$ cat config.mk
export PLATFORM = sky130hd
export DESIGN_NAME = pram_xfer_ctrl_flat
export DESIGN_NICKNAME = d
export VERILOG_FILES = /design/src/rtl/pram_xfer_ctrl_if.sv /design/src/rtl/pram_xfer_ctrl.sv /design/src/flat_wrapper.sv
export SDC_FILE = /design/constraint.sdc
export NUM_CORES = 1
export LEC_CHECK = 0
export CORE_MARGIN = 2
export CORE_UTILIZATION = 46
export CTS_CLUSTER_SIZE = 10
export DETAILED_ROUTE_END_ITERATION = 10
export GPL_TIMING_DRIVEN = 0
export HOLD_SLACK_MARGIN = 0.1
export PLACE_DENSITY = 0.91
export SETUP_SLACK_MARGIN = 0.4
export SYNTH_ARGS = -nofsm -noshare
export SYNTH_HDL_FRONTEND = slang
export SYNTH_SLANG_ARGS = --single-unit
$ cat constraint.sdc
create_clock -name clk -period 6.2 [get_ports clk]
set_input_delay 0.62 -clock clk [delete_from_list [all_inputs] [get_ports clk]]
set_output_delay 0.62 -clock clk [all_outputs]
set_load 0.005 [all_outputs]
$ cat src/rtl/pram_xfer_ctrl_if.sv
// rtl/pram_xfer_ctrl_if.sv - host command/stream and bank-array signal bundle for pram_xfer_ctrl
interface pram_xfer_ctrl_if #(
   parameter int CELL_N    = 10,
   parameter int D_LEN     = 16,
   parameter int DA_AWIDTH = 8,
   parameter int DW_AWIDTH = 10,
   parameter int LWIDTH    = DW_AWIDTH + 4
);
   logic                  cmd_valid;
   logic                  cmd_ready;
   logic                  cmd_op;
   logic                  cmd_tgt;
   logic [DW_AWIDTH-1:0]  cmd_base;
   logic [LWIDTH-1:0]     cmd_len;
   logic                  wr_valid;
   logic                  wr_ready;
   logic [D_LEN-1:0]      wr_data;
   logic                  rd_valid;
   logic                  rd_ready;
   logic [D_LEN-1:0]      rd_data;
   logic                  busy;
   logic                  done;
   logic                  err;
   logic [CELL_N-1:0]     da_wen;
   logic [CELL_N-1:0]     dw_wen;
   logic [DA_AWIDTH-1:0]  da_addr;
   logic [DW_AWIDTH-1:0]  dw_addr;
   logic [CELL_N-1:0]     da_sel;
   logic [CELL_N-1:0]     dw_sel;
   logic [D_LEN-1:0]      da_din;
   logic [D_LEN-1:0]      dw_din;
   logic [D_LEN-1:0]      da_dout;
   logic [D_LEN-1:0]      dw_dout;

   modport slave (
      input  cmd_valid, cmd_op, cmd_tgt, cmd_base, cmd_len, wr_valid, wr_data, rd_ready,
             da_dout, dw_dout,
      output cmd_ready, wr_ready, rd_valid, rd_data, busy, done, err, da_wen, dw_wen,
             da_addr, dw_addr, da_sel, dw_sel, da_din, dw_din
   );

   modport master (
      output cmd_valid, cmd_op, cmd_tgt, cmd_base, cmd_len, wr_valid, wr_data, rd_ready,
             da_dout, dw_dout,
      input  cmd_ready, wr_ready, rd_valid, rd_data, busy, done, err, da_wen, dw_wen,
             da_addr, dw_addr, da_sel, dw_sel, da_din, dw_din
   );
endinterface

$ cat src/rtl/pram_xfer_ctrl.sv
// rtl/pram_xfer_ctrl.sv - scatter/gather transfer controller for the DA/DW bank arrays
module pram_xfer_ctrl #(
   parameter int CELL_N    = 10,
   parameter int D_LEN     = 16,
   parameter int DA_AWIDTH = 8,
   parameter int DW_AWIDTH = 10,
   parameter int LWIDTH    = DW_AWIDTH + 4
) (
   input  logic              clk,
   input  logic              rst_n,
   pram_xfer_ctrl_if.slave   bus
);
   localparam int CW   = (CELL_N > 1) ? $clog2(CELL_N) : 1;
   localparam int CAPW = DW_AWIDTH + 6;

   localparam logic [2:0] S_IDLE     = 3'd0;
   localparam logic [2:0] S_CHECK    = 3'd1;
   localparam logic [2:0] S_WR       = 3'd2;
   localparam logic [2:0] S_RD_ISSUE = 3'd3;
   localparam logic [2:0] S_RD_DATA  = 3'd4;
   localparam logic [2:0] S_FIN      = 3'd5;

   logic [2:0]           state_q, state_d;
   logic                 op_q, op_d;
   logic                 tgt_q, tgt_d;
   logic [DW_AWIDTH-1:0] base_q, base_d;
   logic [DW_AWIDTH-1:0] row_q, row_d;
   logic [LWIDTH-1:0]    len_q, len_d;
   logic [LWIDTH-1:0]    cnt_q, cnt_d;
   logic [CW-1:0]        cell_q, cell_d;

   logic [CAPW-1:0]      avail_rows;
   logic [CAPW-1:0]      cap_words;
   logic                 reject;
   logic                 advance;
   logic                 last_word;
   logic [CELL_N-1:0]    cell_oh;
   logic [CELL_N-1:0]    wen_v;
   logic [CELL_N-1:0]    sel_v;
   logic                 st_wr, st_rdi, st_rdd, bank_act;

   assign cell_oh   = {{(CELL_N-1){1'b0}}, 1'b1} << cell_q;
   assign last_word = (cnt_q == len_q - LWIDTH'(1));

   // Range check without a divider: ceil(len/N) rows fit iff len <= free_rows * N.
   always_comb begin
      if (tgt_q) avail_rows = (CAPW'(1) << DW_AWIDTH) - CAPW'(base_q);
      else       avail_rows = (CAPW'(1) << DA_AWIDTH) - CAPW'(base_q);
      cap_words = avail_rows * CAPW'(CELL_N);
      reject    = (len_q == '0) || (CAPW'(len_q) > cap_words);
      if (!tgt_q && ((base_q >> DA_AWIDTH) != '0)) reject = 1'b1;
   end

   always_comb begin
      state_d = state_q;
      op_d    = op_q;
      tgt_d   = tgt_q;
      base_d  = base_q;
      len_d   = len_q;
      row_d   = row_q;
      cell_d  = cell_q;
      cnt_d   = cnt_q;
      advance = 1'b0;
      case (state_q)
         S_IDLE: begin
            if (bus.cmd_valid) begin
               op_d    = bus.cmd_op;
               tgt_d   = bus.cmd_tgt;
               base_d  = bus.cmd_base;
               len_d   = bus.cmd_len;
               row_d   = bus.cmd_base;
               cell_d  = '0;
               cnt_d   = '0;
               state_d = S_CHECK;
            end
         end
         S_CHECK: begin
            if (reject)    state_d = S_IDLE;
            else if (op_q) state_d = S_RD_ISSUE;
            else           state_d = S_WR;
         end
         S_WR: begin
            if (bus.wr_valid) begin
               advance = 1'b1;
               if (last_word) state_d = S_FIN;
            end
         end
         S_RD_ISSUE: state_d = S_RD_DATA;
         S_RD_DATA: begin
            if (bus.rd_ready) begin
               advance = 1'b1;
               state_d = last_word ? S_FIN : S_RD_ISSUE;
            end
         end
         S_FIN:   state_d = S_IDLE;
         default: state_d = S_IDLE;
      endcase
      if (advance) begin
         cnt_d = cnt_q + LWIDTH'(1);
         if (cell_q == CW'(CELL_N - 1)) begin
            cell_d = '0;
            row_d  = row_q + DW_AWIDTH'(1);
         end else begin
            cell_d = cell_q + CW'(1);
         end
      end
   end

   always_ff @(posedge clk or posedge rst_n) begin
      if (rst_n) begin
         state_q <= S_IDLE;
         op_q    <= 1'b0;
         tgt_q   <= 1'b0;
         base_q  <= '0;
         len_q   <= '0;
         row_q   <= '0;
         cell_q  <= '0;
         cnt_q   <= '0;
      end else begin
         state_q <= state_d;
         op_q    <= op_d;
         tgt_q   <= tgt_d;
         base_q  <= base_d;
         len_q   <= len_d;
         row_q   <= row_d;
         cell_q  <= cell_d;
         cnt_q   <= cnt_d;
      end
   end

   assign st_wr    = (state_q == S_WR);
   assign st_rdi   = (state_q == S_RD_ISSUE);
   assign st_rdd   = (state_q == S_RD_DATA);
   assign bank_act = st_wr || st_rdi || st_rdd;

   assign bus.cmd_ready = (state_q == S_IDLE);
   assign bus.busy      = (state_q != S_IDLE);
   assign bus.done      = (state_q == S_FIN);
   assign bus.err       = (state_q == S_CHECK) && reject;
   assign bus.wr_ready  = st_wr;
   assign bus.rd_valid  = st_rdd;
   assign bus.rd_data   = st_rdd ? (tgt_q ? bus.dw_dout : bus.da_dout) : '0;

   // Only the addressed region ever sees activity; the other stays fully quiet.
   assign wen_v       = (st_wr && bus.wr_valid) ? cell_oh : '0;
   assign sel_v       = (st_rdi || st_rdd) ? cell_oh : '0;
   assign bus.dw_wen  = tgt_q ? wen_v : '0;
   assign bus.da_wen  = tgt_q ? '0 : wen_v;
   assign bus.dw_sel  = tgt_q ? sel_v : '0;
   assign bus.da_sel  = tgt_q ? '0 : sel_v;
   assign bus.dw_addr = (bank_act && tgt_q) ? row_q : '0;
   assign bus.da_addr = (bank_act && !tgt_q) ? row_q[DA_AWIDTH-1:0] : '0;
   assign bus.dw_din  = (st_wr && tgt_q) ? bus.wr_data : '0;
   assign bus.da_din  = (st_wr && !tgt_q) ? bus.wr_data : '0;
endmodule

$ cat src/flat_wrapper.sv
// flat-port wrapper written by rule: the top's interface ports become plain ports
module pram_xfer_ctrl_flat 
#(
   parameter int CELL_N    = 10,
   parameter int D_LEN     = 16,
   parameter int DA_AWIDTH = 8,
   parameter int DW_AWIDTH = 10,
   parameter int LWIDTH    = DW_AWIDTH + 4
)
  (clk, rst_n, bus_cmd_valid, bus_cmd_op, bus_cmd_tgt, bus_cmd_base, bus_cmd_len, bus_wr_valid, bus_wr_data, bus_rd_ready, bus_da_dout, bus_dw_dout, bus_cmd_ready, bus_wr_ready, bus_rd_valid, bus_rd_data, bus_busy, bus_done, bus_err, bus_da_wen, bus_dw_wen, bus_da_addr, bus_dw_addr, bus_da_sel, bus_dw_sel, bus_da_din, bus_dw_din);
  pram_xfer_ctrl_if #(.CELL_N(CELL_N), .D_LEN(D_LEN), .DA_AWIDTH(DA_AWIDTH), .DW_AWIDTH(DW_AWIDTH), .LWIDTH(LWIDTH)) bus_i ();
  input  logic clk;
  input  logic rst_n;
  input wire logic [$bits(bus_i.cmd_valid)-1:0] bus_cmd_valid;
  input wire logic [$bits(bus_i.cmd_op)-1:0] bus_cmd_op;
  input wire logic [$bits(bus_i.cmd_tgt)-1:0] bus_cmd_tgt;
  input wire logic [$bits(bus_i.cmd_base)-1:0] bus_cmd_base;
  input wire logic [$bits(bus_i.cmd_len)-1:0] bus_cmd_len;
  input wire logic [$bits(bus_i.wr_valid)-1:0] bus_wr_valid;
  input wire logic [$bits(bus_i.wr_data)-1:0] bus_wr_data;
  input wire logic [$bits(bus_i.rd_ready)-1:0] bus_rd_ready;
  input wire logic [$bits(bus_i.da_dout)-1:0] bus_da_dout;
  input wire logic [$bits(bus_i.dw_dout)-1:0] bus_dw_dout;
  output wire logic [$bits(bus_i.cmd_ready)-1:0] bus_cmd_ready;
  output wire logic [$bits(bus_i.wr_ready)-1:0] bus_wr_ready;
  output wire logic [$bits(bus_i.rd_valid)-1:0] bus_rd_valid;
  output wire logic [$bits(bus_i.rd_data)-1:0] bus_rd_data;
  output wire logic [$bits(bus_i.busy)-1:0] bus_busy;
  output wire logic [$bits(bus_i.done)-1:0] bus_done;
  output wire logic [$bits(bus_i.err)-1:0] bus_err;
  output wire logic [$bits(bus_i.da_wen)-1:0] bus_da_wen;
  output wire logic [$bits(bus_i.dw_wen)-1:0] bus_dw_wen;
  output wire logic [$bits(bus_i.da_addr)-1:0] bus_da_addr;
  output wire logic [$bits(bus_i.dw_addr)-1:0] bus_dw_addr;
  output wire logic [$bits(bus_i.da_sel)-1:0] bus_da_sel;
  output wire logic [$bits(bus_i.dw_sel)-1:0] bus_dw_sel;
  output wire logic [$bits(bus_i.da_din)-1:0] bus_da_din;
  output wire logic [$bits(bus_i.dw_din)-1:0] bus_dw_din;
  assign bus_i.cmd_valid = bus_cmd_valid;
  assign bus_i.cmd_op = bus_cmd_op;
  assign bus_i.cmd_tgt = bus_cmd_tgt;
  assign bus_i.cmd_base = bus_cmd_base;
  assign bus_i.cmd_len = bus_cmd_len;
  assign bus_i.wr_valid = bus_wr_valid;
  assign bus_i.wr_data = bus_wr_data;
  assign bus_i.rd_ready = bus_rd_ready;
  assign bus_i.da_dout = bus_da_dout;
  assign bus_i.dw_dout = bus_dw_dout;
  assign bus_cmd_ready = bus_i.cmd_ready;
  assign bus_wr_ready = bus_i.wr_ready;
  assign bus_rd_valid = bus_i.rd_valid;
  assign bus_rd_data = bus_i.rd_data;
  assign bus_busy = bus_i.busy;
  assign bus_done = bus_i.done;
  assign bus_err = bus_i.err;
  assign bus_da_wen = bus_i.da_wen;
  assign bus_dw_wen = bus_i.dw_wen;
  assign bus_da_addr = bus_i.da_addr;
  assign bus_dw_addr = bus_i.dw_addr;
  assign bus_da_sel = bus_i.da_sel;
  assign bus_dw_sel = bus_i.dw_sel;
  assign bus_da_din = bus_i.da_din;
  assign bus_dw_din = bus_i.dw_din;
  pram_xfer_ctrl #(.CELL_N(CELL_N), .D_LEN(D_LEN), .DA_AWIDTH(DA_AWIDTH), .DW_AWIDTH(DW_AWIDTH), .LWIDTH(LWIDTH)) u_core (.clk(clk), .rst_n(rst_n), .bus(bus_i));
endmodule
## Word level (Yosys, flattened, before mapping)

Index checks and enable logic that the tools add are counted.

| cells by class | value |
|---|---|
| add/subtract/negate cells | 6 |
| equality and inequality tests | 11 |
| mux-type cells | 36 |
| multipliers | 1 |
| reductions and logical operators | 21 |
| $lt $le $gt $ge | 1 |
| shift-type cells | 1 |

Operators with widths:

| cell | number |
|---|---|
| $mux W10 | 11 |
| $mux W16 | 5 |
| $mux W14 | 3 |
| $mux W3 | 6 |
| $gt A14 B16 Y1 | 1 |
| $mul A16 B3 Y15 const B | 1 |
| $mux W4 | 4 |
| $pmux W3 S5 | 1 |
| $add A14 B1 Y14 const B | 1 |
| $eq A14 B14 Y1 | 1 |
| $logic_not A14 Y1 | 1 |
| $sub A14 B1 Y14 const B | 1 |
| $sub A11 B10 Y12 const A | 1 |
| $sub A9 B10 Y11 const A | 1 |
| $add A10 B1 Y10 const B | 1 |
| $reduce_bool A10 Y1 | 1 |
| $shl A1 B4 Y10 const A | 1 |
| $mux W8 | 1 |
| $logic_and A1 B1 Y1 | 7 |
| $eq A3 B2 Y1 const B | 2 |
| $eq A3 B3 Y1 const B | 2 |
| $ne A2 B2 Y1 const B | 3 |
| $add A4 B1 Y4 const B | 1 |
| $eq A4 B4 Y1 const B | 1 |
| other kinds (11) | 19 |

| word-level totals | value |
|---|---|
| register bits | 57 |
| input port bits | 79 |
| logic and storage cells | 85 |

## Depth between registers and ports, before layout

| logic depth | value |
|---|---|
| depth after elaboration | 8 |
| gate-level depth with buffers | 21 |

## Worst setup path after synthesis

No wires, ideal clock.

| timing | value |
|---|---|
| path kind | register to output |
| start | reg u_core.base_q[2] |
| end | out bus_err |
| cell stages (with the launch flop) | 19 |
| setup slack | 1.593 ns |
| path buffers | 0 |
| data required time | 5.580 ns |
| arrival | 3.987 ns |
| path through | dfrtp_1 > nor4_4 > or2b_1 > nor3_1 > nand2_1 > o21ai_0 > xnor2_1 > ha_1 > ha_1 > or2_2 > o311a_2 > a21oi_1 > o21bai_1 > xnor2_1 > ha_1 > a211o_1 > o31ai_1 > o21bai_2 > and2b_1 |

| between the ends | value |
|---|---|
| word-level cells in the longest chain between the ends | 7 |
| elaborated cells on any way between the ends | 8 |

RTL lines:

| element | line | text |
|---|---|---|
| start, declared | pram_xfer_ctrl.sv:26 | `logic [DW_AWIDTH-1:0] base_q, base_d;` |
| start signal, assigned | pram_xfer_ctrl.sv:123 | `base_q <= base_d;` |
| $sub A11 B10 Y12 / $sub A9 B10 Y11 (equally long branches) | pram_xfer_ctrl.sv:47, pram_xfer_ctrl.sv:48 |  |
| $mux W16 (*) | pram_xfer_ctrl.sv:47 | `if (tgt_q) avail_rows = (CAPW'(1) << DW_AWIDTH) - CAPW'(base_q);` |
| $mul A16 B3 Y15 (*) | pram_xfer_ctrl.sv:49 | `cap_words = avail_rows * CAPW'(CELL_N);` |
| $gt A14 B16 Y1 (*) | pram_xfer_ctrl.sv:50 | `reject = (len_q == '0) \|\| (CAPW'(len_q) > cap_words);` |
| $logic_or A1 B1 Y1 (*) | pram_xfer_ctrl.sv:50 |  |
| $mux W1 (*) | pram_xfer_ctrl.sv:51 | `if (!tgt_q && ((base_q >> DA_AWIDTH) != '0)) reject = 1'b1;` |
| $logic_and A1 B1 Y1 (*) | pram_xfer_ctrl.sv:139 | `assign bus.err = (state_q == S_CHECK) && reject;` |
| end, declared | flat_wrapper.sv:30 | `output wire logic [$bits(bus_i.err)-1:0] bus_err;` |

Mark *: on every way between the ends. The rest lies on a longest branch, timed or not.

## Worst setup path after layout

Same ends and word-level chain as after synthesis.

==> flow_metrics.env <==
export IMPL_clockBufferDepth=2
export IMPL_drc=0
export IMPL_yosys_register_bits=57
export IMPL_worstPathCellList="nor4_4, or2b_1, nor3_2, nand2_1, o21ai_0, xnor2_1, ha_1, ha_1, or2_2, o311a_2, a21oi_1, o21bai_1, xnor2_1, ha_1, nand4_1, nor4_2, a21oi_2, o31ai_4, o21bai_2, and2b_1, dlymetal6s2s_1"
export IMPL_drt_wirelength_per_cell_um=17.5
export IMPL_tightest_slew_ps=803
export IMPL_period_share_pct=87.4
export IMPL_syn_avg_cell_area_um2=7.64
export IMPL_ios=191
export IMPL_routed_via_density=5.71
export IMPL_p_seq_share_pct=15.2
export IMPL_r2r_end="u_core.state_q[0]"
export IMPL_r2r_start="u_core.base_q[2]"
export IMPL_ys_types=65
export IMPL_finalHoldViolCount=0
export IMPL_arrival_ps=4800
export IMPL_setup_viol=0
export IMPL_skew_ps=11.9
export IMPL_core_area_um2=10800
export IMPL_start_util_pct=47.1
export IMPL_pwr_share_comb_pct=77.5
export IMPL_antenna_cells=0
export IMPL_worstHoldPathType="reg -> reg"
export IMPL_dp_worst_setup_slack_ps=474
export IMPL_drive_above_1_share_pct=4.57
export IMPL_critical_path_class="reg -> out"
export IMPL_grt_pass1_wl_um=27200
export IMPL_clk_pin_slew_ps=70
export IMPL_multi_input_area_um2=3520
export IMPL_antenna_found_initial=0
export IMPL_drtPass1Iterations=5
export IMPL_grt_pass1_vias=5407
export IMPL_cp_max_fo=5
export IMPL_ys_seq_area_share_pct=27.9
export IMPL_dieWidth_um=109
export IMPL_finalPower_mw=4.74
export IMPL_ff2ff_setup_slack_ps=1750
export IMPL_min_path_cells=2
export IMPL_relSlewSlack_pct=46.0
export IMPL_endpoint_kind="output port"
export IMPL_gp_congestion=0.861
export IMPL_clock_sinks=57
export IMPL_ys_flop_type="dfrtp_1"
export IMPL_setup_tns_ps=0
export IMPL_fin_crit_ps=5420
export IMPL_cpLargestDelayFamily="simple AND/OR/NAND/NOR gates"
export IMPL_max_cap_violations=0
export IMPL_numPortBuffers=190
export IMPL_fmax_mhz=185
export IMPL_holdPathEnd="u_core.op_q"
export IMPL_syn_to_final_growth_pct=45.5
export IMPL_crit_buf_inv=1
export IMPL_routed_wl_um=17800
export IMPL_yosysWarnings=0
export IMPL_rsz0062_at_grt="no"
export IMPL_rows=38
export IMPL_p_clk_share_pct=7.3
export IMPL_min_from="u_core.op_q"
export IMPL_cp_required_ps=5580
export IMPL_dieArea_um2=12000
export IMPL_drt_iter0_drc=758
export IMPL_cpPeakStageDelay_ps=460
export IMPL_postCtsSetupBuffers=0
export IMPL_async_flop_share_pct=100
export IMPL_grtUsageTotal_pct=29.4
export IMPL_cp_start_kind="register"
export IMPL_p_sw_share_pct=50.7
export IMPL_setup_ws_ps=781
export IMPL_nets=991
export IMPL_htreeDepth=3
export IMPL_nFillCells=835
export IMPL_internal_power_mw=2.34
export IMPL_clk_latency_ps=360
export IMPL_ant_nets=0
export IMPL_grt_max_degree=43
export IMPL_cp_common_cell="ha_1"
export IMPL_maxSlewViolCount=0
export IMPL_regArea_um2=1430
export IMPL_status="complete, no violations"
export IMPL_ir_worst_vdd_v=0.000474
export IMPL_r2r_cells=20
export IMPL_die_h_um=109
export IMPL_power_density_nw_per_um2=638
export IMPL_cts_tree="yes"
export IMPL_dp_hpwl_um=13700
export IMPL_holdBufCountCts=0
export IMPL_overflow=0
export IMPL_critPathSlowestCell="dfrtp_2"
export IMPL_vias=5799
export IMPL_synth_fp_nets=789
export IMPL_p_switching_mw=2.40
export IMPL_clockRootBuffer="clkbuf_8"
export IMPL_syn_area_um2=5110
export IMPL_synthCells=668
export IMPL_cellLeakagePower_nw=3.20
export IMPL_cts_buffers=9
export IMPL_synth_edff_count=0
cell usage after synthesis, drive strengths merged, types with 5 or more instances:
cell type	number	area share [%]
a21oi	23	2.3
a31oi	6	0.74
and2	37	4.5
and3	24	2.9
buf	11	0.93
clkbuf	18	1.3
dfrtp	57	28
ha	41	10
inv	21	1.5
mux2i	24	4.7
nand2	116	8.5
nand2b	5	0.61
nand3	19	1.9
nand4	14	1.7
nor2	95	7.0
nor2b	5	0.61
nor3	9	0.88
o21ai	36	3.5
xnor2	23	3.9
xor2	12	2.1
flip-flops by register name, summed over array words and instances (netlist names):
name and count:
u_core.tgt_q 1, u_core.cnt_q 14, u_core.op_q 1, u_core.state_q 3, u_core.cell_q 4, u_core.len_q 14
u_core.base_q 10, u_core.row_q 10
per-layer routing:
layer | vias up | GRT usage [%] | part of all wire (%)
met1 | 2717 | 40.0 | 41
li1 | 2735 | - | -
met2 | 296 | 45.5 | 47
met4 | 0 | 12.6 | 3.3
met5 | - | 0 | 0
met3 | 51 | 5.87 | 8.7
power by group through the flow:
stage,Sequential (mW),Clock (mW),Combinational [mW]
2_1_floorplan,0.651,0,2.48
3_3_place_gp,0.707,0,3.29
3_5_place_dp,0.713,0,3.43
4_1_cts,0.710,0.348,3.56
5_1_grt,0.742,0.365,4.08
6_report,0.721,0.347,3.67
layout by cell type, fill, tap and decap left out, types with 3 or more instances in the layout:
cell type | netlist | final
nand3b_1 | 4 | 4
o21ai_0 | 36 | 36
clkbuf_8 | 0 | 10
xnor2_1 | 23 | 23
o21bai_1 | 3 | 3
ha_1 | 41 | 41
and3_1 | 24 | 24
nor2b_1 | 5 | 5
a21oi_1 | 23 | 21
clkdlybuf4s50_1 | 0 | 189
nand2_1 | 116 | 116
buf_2 | 5 | 6
clkbuf_1 | 18 | 21
nand3_1 | 19 | 19
and2_1 | 37 | 37
o22ai_1 | 4 | 4
mux2i_1 | 24 | 24
dfrtp_1 | 57 | 55
o221a_2 | 4 | 4
buf_1 | 6 | 5
a21o_1 | 3 | 3
nor3_1 | 9 | 8
nor3b_1 | 3 | 3
xor2_1 | 12 | 12
nand4_1 | 14 | 14
nor2_1 | 95 | 95
a31oi_1 | 6 | 6
a22oi_1 | 3 | 3
o211ai_1 | 4 | 4
nand2b_1 | 5 | 5
inv_1 | 21 | 20
cell type report:
cell class | count | area share [%]
multi-input cells | 561 | 47.3
well taps | 140 | 2.36
inverters | 21 | 1.06
repair buffers | 191 | 25.9
flip-flops and latches | 57 | 19.2
clock buffers | 13 | 2.00
plain buffers | 29 | 1.57
clock inverters | 3 | 0.539
worst max path at each step:
| stage | from | endpoint | slack (ps) | depth (start not counted) |
|---|---|---|---|---|
| 6_report | u_core.base_q[2] | bus_err | 780 | 21 |
| 5_1_grt | u_core.base_q[2] | bus_err | 500 | 21 |
| 4_1_cts | u_core.base_q[2] | bus_err | 410 | 19 |
| 3_5_place_dp | u_core.tgt_q | bus_err | 470 | 17 |
| 3_3_place_gp | u_core.tgt_q | bus_err | 550 | 17 |
| 2_1_floorplan | u_core.base_q[2] | bus_err | 1590 | 18 |
stage by stage:
stage                     utilization, %  instance area, um2  std cells  hold WS (ps)
after floorplan                        -                5110        668           446
final                               68.5                7430       1015           484
after global routing                68.5                7430       1015           545
after detailed placement            66.4                7200        999           463
after CTS                           68.4                7410       1015           485
after global placement              66.3                7180        998           467
what timing repair did:
action,CTS,global route
resized for setup,5,5
pin swaps,0,2
endpoints found under the setup margin,1,1
cell families (layout without fill, tap and decap cells):
logic type	after synthesis	after routing	synth area share [%]
multiplexers	25	25	4.93
adder cells (fa/ha/maj)	42	42	10.4
buffers and inverters	50	257	3.80
XOR/XNOR	35	35	6.00
AND/OR/NAND/NOR	345	345	32.3
AO/OA/AOI/OAI	114	114	14.6
flip-flops	57	57	27.9
worst min-delay path: cells and delay by family (launching register included):
kind | cells | cell delay [ps]
simple gates | 2 | 110
flops | 1 | 350
(Power assumes the default switching activity.)
